$ cat src/rtl/l2_arbiter_n.sv
// N-channel arbiter between L1 requesters and one shared L2 port.
// One transaction at a time; the grant and the L2 request stay frozen until L2 responds.
module l2_arbiter_n #(
  parameter int unsigned NUM_CH  = 2,
  parameter int unsigned ADDR_W  = 16,
  parameter int unsigned DATA_W  = 128,
  parameter bit          RR_MODE = 1'b0
) (
  input  logic                       clk,
  input  logic                       rst_n,
  input  logic [NUM_CH-1:0]          ch_read,
  input  logic [NUM_CH-1:0]          ch_write,
  input  logic [NUM_CH*ADDR_W-1:0]   ch_addr,
  input  logic [NUM_CH*DATA_W-1:0]   ch_wdata,
  output logic [NUM_CH*DATA_W-1:0]   ch_rdata,
  output logic [NUM_CH-1:0]          ch_resp,
  output logic                       L2_read,
  output logic                       L2_write,
  output logic [ADDR_W-1:0]          L2_addr,
  output logic [DATA_W-1:0]          L2_wdata,
  input  logic [DATA_W-1:0]          L2_rdata,
  input  logic                       L2_resp,
  output logic [NUM_CH-1:0]          grant,
  output logic                       busy
);

  localparam int unsigned IDX_W = (NUM_CH > 1) ? $clog2(NUM_CH) : 1;

  typedef enum logic [0:0] {
    StIdle,
    StBusy
  } state_e;

  state_e              state_q, state_d;
  logic [NUM_CH-1:0]   grant_q, grant_d;
  logic                l2_read_q, l2_read_d;
  logic                l2_write_q, l2_write_d;
  logic [ADDR_W-1:0]   l2_addr_q, l2_addr_d;
  logic [DATA_W-1:0]   l2_wdata_q, l2_wdata_d;
  logic [IDX_W-1:0]    rr_ptr_q, rr_ptr_d;

  logic [NUM_CH-1:0]   req;
  logic                win_found;
  logic [IDX_W-1:0]    win_idx;
  logic                win_write;
  logic [ADDR_W-1:0]   win_addr;
  logic [DATA_W-1:0]   win_wdata;
  int unsigned         cand;
  int unsigned         ptr_next;

  assign req = ch_read | ch_write;

  // Winner search: from index 0 in fixed mode, from the rotating pointer in round-robin mode.
  always_comb begin
    win_found = 1'b0;
    win_idx   = '0;
    win_write = 1'b0;
    win_addr  = '0;
    win_wdata = '0;
    cand      = 0;
    for (int unsigned k = 0; k < NUM_CH; k++) begin
      cand = RR_MODE ? ((32'(rr_ptr_q) + k) % NUM_CH) : k;
      if (!win_found && req[IDX_W'(cand)]) begin
        win_found = 1'b1;
        win_idx   = IDX_W'(cand);
      end
    end
    for (int unsigned i = 0; i < NUM_CH; i++) begin
      if (win_found && (win_idx == IDX_W'(i))) begin
        win_write = ch_write[i];
        win_addr  = ch_addr[i*ADDR_W +: ADDR_W];
        win_wdata = ch_wdata[i*DATA_W +: DATA_W];
      end
    end
  end

  always_comb begin
    ptr_next = 32'(win_idx) + 1;
    if (ptr_next >= NUM_CH) begin
      ptr_next = 0;
    end
  end

  always_comb begin
    state_d    = state_q;
    grant_d    = grant_q;
    l2_read_d  = l2_read_q;
    l2_write_d = l2_write_q;
    l2_addr_d  = l2_addr_q;
    l2_wdata_d = l2_wdata_q;
    rr_ptr_d   = rr_ptr_q;

    unique case (state_q)
      StIdle: begin
        grant_d    = '0;
        l2_read_d  = 1'b0;
        l2_write_d = 1'b0;
        if (win_found) begin
          state_d    = StBusy;
          grant_d    = NUM_CH'(1) << win_idx;
          l2_write_d = win_write;
          l2_read_d  = ~win_write;
          l2_addr_d  = win_addr;
          l2_wdata_d = win_wdata;
          if (RR_MODE) begin
            rr_ptr_d = IDX_W'(ptr_next);
          end
        end
      end
      StBusy: begin
        // Channel inputs are ignored here; only L2 completion ends the transaction.
        if (L2_resp) begin
          state_d    = StIdle;
          grant_d    = '0;
          l2_read_d  = 1'b0;
          l2_write_d = 1'b0;
        end
      end
      default: begin
        state_d    = StIdle;
        grant_d    = '0;
        l2_read_d  = 1'b0;
        l2_write_d = 1'b0;
      end
    endcase
  end

  always_ff @(posedge clk or negedge rst_n) begin
    if (!rst_n) begin
      state_q    <= StIdle;
      grant_q    <= '0;
      l2_read_q  <= 1'b0;
      l2_write_q <= 1'b0;
      l2_addr_q  <= '0;
      l2_wdata_q <= '0;
      rr_ptr_q   <= '0;
    end else begin
      state_q    <= state_d;
      grant_q    <= grant_d;
      l2_read_q  <= l2_read_d;
      l2_write_q <= l2_write_d;
      l2_addr_q  <= l2_addr_d;
      l2_wdata_q <= l2_wdata_d;
      rr_ptr_q   <= rr_ptr_d;
    end
  end

  // Response path is combinational so the owner sees L2 data in the completion cycle.
  always_comb begin
    ch_resp  = '0;
    ch_rdata = '0;
    for (int unsigned i = 0; i < NUM_CH; i++) begin
      if ((state_q == StBusy) && grant_q[i] && L2_resp) begin
        ch_resp[i]                    = 1'b1;
        ch_rdata[i*DATA_W +: DATA_W] = L2_rdata;
      end
    end
  end

  assign grant    = grant_q;
  assign busy     = (state_q == StBusy);
  assign L2_read  = l2_read_q;
  assign L2_write = l2_write_q;
  assign L2_addr  = l2_addr_q;
  assign L2_wdata = l2_wdata_q;

endmodule

$ cat config.mk
export PLATFORM = sky130hd
export DESIGN_NAME = l2_arbiter_n
export DESIGN_NICKNAME = d
export VERILOG_FILES = /design/src/rtl/l2_arbiter_n.sv
export SDC_FILE = /design/constraint.sdc
export NUM_CORES = 1
export LEC_CHECK = 0
export CAP_MARGIN = 20
export CORE_AREA = 2 2 322 324
export DETAILED_ROUTE_END_ITERATION = 6
export DIE_AREA = 0 0 324 326
export DONT_BUFFER_PORTS = 1
export GPL_ROUTABILITY_DRIVEN = 1
export GPL_TIMING_DRIVEN = 0
export PLACE_DENSITY_LB_ADDON = 0.3
export SLEW_MARGIN = 25
export SYNTH_ARGS = -nofsm -noshare
export SYNTH_HDL_FRONTEND = slang
export SYNTH_SLANG_ARGS = --single-unit
$ cat constraint.sdc
create_clock -name clk -period 4.76 [get_ports clk]
set_clock_uncertainty 0.1 [all_clocks]
set_input_delay 0.476 -clock clk [delete_from_list [all_inputs] [get_ports clk]]
set_output_delay 0.476 -clock clk [all_outputs]
set_load 0.01 [all_outputs]
=== Word-level counts from Yosys, hierarchy flattened ===
Cells that the tools add are included.

* Equality and inequality tests: 1
* Shift-type cells: 1
* Mux-type cells: 24
* Bitwise logic cells: 4
* Reductions and logical operators: 9

{| class="wikitable"
|+ Operators by type and width
! cell !! count
|-
| $mux W128 || 4
|-
| $mux W16 || 2
|-
| $mux W1 || 12
|-
| $logic_and A1 B1 Y1 || 7
|-
| $pmux W1 S2 || 3
|-
| $mux W2 || 2
|-
| $pmux W2 S2 || 1
|-
| $not A1 Y1 || 3
|-
| $ne A2 B2 Y1 const B || 1
|-
| $or A2 B2 Y2 || 1
|-
| $reduce_and A2 Y1 || 1
|-
| $shl A1 B1 Y2 const A || 1
|-
| $logic_not A1 Y1 || 1
|}

* Register bits after elaboration: 149
* Input bits: 423
* Output and inout port bits: 407
* Word-level logic and storage cells: 45

=== Depth between registers and ports, before layout ===
* Depth after elaboration: 12
* Mapped depth: 6
* Depth with buffers taken out: 3

=== Worst setup path after synthesis ===
Ideal clock, no wire load.

* Path type: reg2out
* Start point: register state_q, in the netlist busy
* End point: output ch_rdata[136]
* Arrival time: 1378 ps
* Required time: 4184 ps
* Slack: 2806 ps
* Stages on the path, launching flop included: 6
* Buffers on the path: 3
* Path through: dfrtp_1 buf_6 and3_1 clkbuf_1 clkbuf_1 and2_1

* Word-level cells in the longest chain between the ends: 3

{| class="wikitable"
|+ Ends and longest elaborated chain
! element !! line !! source
|-
| start: declaration || 34 || <nowiki>state_e state_q, state_d;</nowiki>
|-
| start signal: assignment || 130 || <nowiki>state_q <= StIdle;</nowiki>
|-
| start signal: assignment || 138 || <nowiki>state_q <= state_d;</nowiki>
|-
| $logic_and A1 B1 Y1 (2 in a row) || 153 || <nowiki>if ((state_q == StBusy) && grant_q[i] && L2_resp) begin</nowiki>
|-
| $mux W128 || 153 ||
|-
| end: declaration || 15 || <nowiki>output logic [NUM_CH*DATA_W-1:0] ch_rdata,</nowiki>
|}

Every way passes these cells.

=== Final worst setup path ===
* Start point: register state_q, in the netlist busy
* End point: output ch_rdata[86]

The elaborated chain is that of the path after synthesis.

==> impl_results.md <==
* Worst Setup Start Kind: register
* Post-Syn Area at 0.00832 mm²
* Fin crit share at 0.821
* Ys flop type: dfrtp_1
* Port Buf Inserts at 0
* Clock Latency Late Sink at between 400 and 500 ps
* CTS clk-pin slew, worst paths at around 80 ps
* Worst-case hold slack at about 68 ps
* PD cells at approximately 380 mW/mm²
* Post-CTS resize count at 0
* Max Freq at 0.256 GHz
* Syn Area/Cell at 10.5 µm²
* Critical path class: register to primary output
* Die Y at around 330 µm
* Fin. Hold Viols at 0
* Dpl ws at 1240 ps
* Clock buffer count from CTS at 17
* Initial Util at 0.0811
* Initial DRC count at 427
* Async set-reset flop share out of synthesis at 1.00
* Post-route setup TNS at 0 ps
* Placed instance area at around 0.010 mm²
* Routed wl met3 at between 8000 and 9000 µm
* Initial antenna violation count at 82
* # IOs at 830
* CP endpoint kind: primary output
* Largest net degree at the start of global routing at 150
* Grt ovf at 0
* RSZ-0062 raised after global routing: false
* Slew of the pin with the lowest slew margin at a little over 900 ps
* Worst setup margin at around 850 ps
* Fraction of layout cells with a size suffix above 1 at 0.400
* Hold WC Path Type: primary input to register
* Hold buffers post-CTS at 6
* Final wirelength at 68300 µm
* Antenna viol nets, final at 0
* TritonCTS Sinks at approximately 150
* Slew Viols, Final at 0
* Reg2Reg Setup Slack at between 2000 and 2500 ps
* Synth Warn # at 0
* Max Cap Viol at 0
* WP data arrival at ~3300 ps
* Vias in the first global route at a little over 7000
* Core Region at roughly 0.10 mm²
* LEAKAGE at ~3.7 nW
* First-pass GRT wire length at between 80000 and 90000 µm
* Seq/Total Area, Yosys at 0.448
* Total die area at ~0.11 mm²
* CTS tree: built
* Slew headroom at 0.395
* Wire per inst at between 30 and 40 µm
* Max Used Layer: met5
* Status: complete, no violations
* Period minus WS final at 3910 ps
* Remaining DRCs at 0
* Die X at between 300 and 400 µm
* WP data required at approximately 4200 ps
* Synth Register Bits at 149
* Max Root-Sink Buffers at 2
* Routed vias/inst at approximately 3.2
* Peak supply drop at 0.233 mV
* Final Core Density at 0.106
* Design area at about 0.011 mm²
* Drt pass-1 iters at 5
* Final setup viols at 0
* GPL Wtd Cong at between 0.8 and 0.9
* Root Buffer: clkbuf_16
* Via Count at 7236
* Post-Syn Nets at approximately 1200
* Final net count at about 1200
* Mapped Cells at between 700 and 800
* M1 WL at roughly 21000 µm
* Area Growth Syn to Fin at 31.1%
* DP Wirelength at 59500 µm
* Maximum level of the CTS H-tree at 4
* Post-CTS Setup Bufs at 0
* Post-synth EDFFs at 0
* Yosys cell types at 23
* Rows at between 100 and 150
* Total track usage at 0.124
* WL met2 at between 30000 and 40000 µm
* Worst-path maximum fanout at 10
registers in the layout, summed over array words and instances (netlist names):
register	flops
L2_wdata	128
L2_addr	16
grant	2
L2_read	1
busy	1
L2_write	1
logic make-up (layout without fill, tap and decap cells):
logic type,after synthesis,count (layout),share of synthesized area
simple gates,412,412,0.309
compound gates,152,152,0.203
flops,149,149,0.448
buf+inv,76,114,0.0402
other cells,0,34,0
worst max-delay path, stage by stage, from the launching register on:
cell and delay (ps):
dfrtp_1 600, buf_6 210, and3_1 310, clkbuf_1 720, clkbuf_1 680, and2_1 310
worst paths after layout:
kind / from / cells past startpoint / to
setup / recovery: busy$_DFF_PN0_ / 5 / ch_rdata[86]
hold / removal: ch_wdata[234] / 1 / L2_wdata[106]$_DFFE_PN0P_
setup reg to reg: busy$_DFF_PN0_ / 6 / L2_wdata[107]$_DFFE_PN0P_
hold reg to reg: grant[1]$_DFFE_PN0P_ / 2 / grant[1]$_DFFE_PN0P_
max in group asynchronous: rst_n / 2 / L2_wdata[29]$_DFFE_PN0P_
min in group asynchronous: rst_n / 2 / L2_wdata[109]$_DFFE_PN0P_
synth_stat cells (3+ instances only):
cell	count	area share
and2_1	256	0.19
dfrtp_1	149	0.45
o221a_2	141	0.19
or2_2	128	0.096
clkbuf_1	51	0.023
buf_2	18	0.011
or2_1	16	0.012
nand2_1	6	0.0027
buf_4	3	0.0027
o221a_1	3	0.0041
power by group:
group / total (mW) / switching (mW) / internal, mW / leakage, nW
logic: 0.622 / 0.321 / 0.301 / 1.73
registers: 1.84 / 0.359 / 1.49 / 1.64
clock network: 1.67 / 0.713 / 0.960 / 0.337
total: 4.14 / 1.39 / 2.75 / 3.71
routing by layer:
metal  track usage  vias up
li1              -     2868
met2         0.228      630
met5             0        -
met1         0.114     3508
met4        0.0559       44
met3        0.0606      186
layout by cell type, fill, tap and decap left out, drive strengths merged:
cell type | synthesis | routed
nor2 | 2 | 2
dlygate4sd3 | 0 | 5
o21ai | 2 | 2
clkinv | 0 | 2
inv | 2 | 10
o21bai | 1 | 1
nor2b | 1 | 1
buf | 23 | 24
o31ai | 1 | 1
nand2 | 6 | 6
and2 | 256 | 256
diode | 0 | 34
nor3 | 1 | 1
and3 | 2 | 2
a22oi | 1 | 1
o221a | 144 | 144
clkbuf | 51 | 68
bufinv | 0 | 5
dfrtp | 149 | 149
or2 | 144 | 144
a21oi | 3 | 3
layout make-up:
class | count | area, µm²
Inverter | 2 | 7.51
Clock buffer | 17 | 425
Clock inverter | 15 | 260
Buffer | 74 | 329
Tap cell | 1380 | 1730
Timing Repair Buffer | 6 | 77.6
Fill cell | 11800 | 91700
Antenna cell | 34 | 85.1
Multi-Input combinational cell | 564 | 4260
Sequential cell | 149 | 3730
through the flow:
step	cells	total power [mW]
floorplan	789	2.18
global placement	2169	2.47
detailed placement	2169	2.47
CTS	2207	4.24
global route	2224	4.34
finish	2241	4.14
No activity file was read; power rests on OpenSTA's default activity.
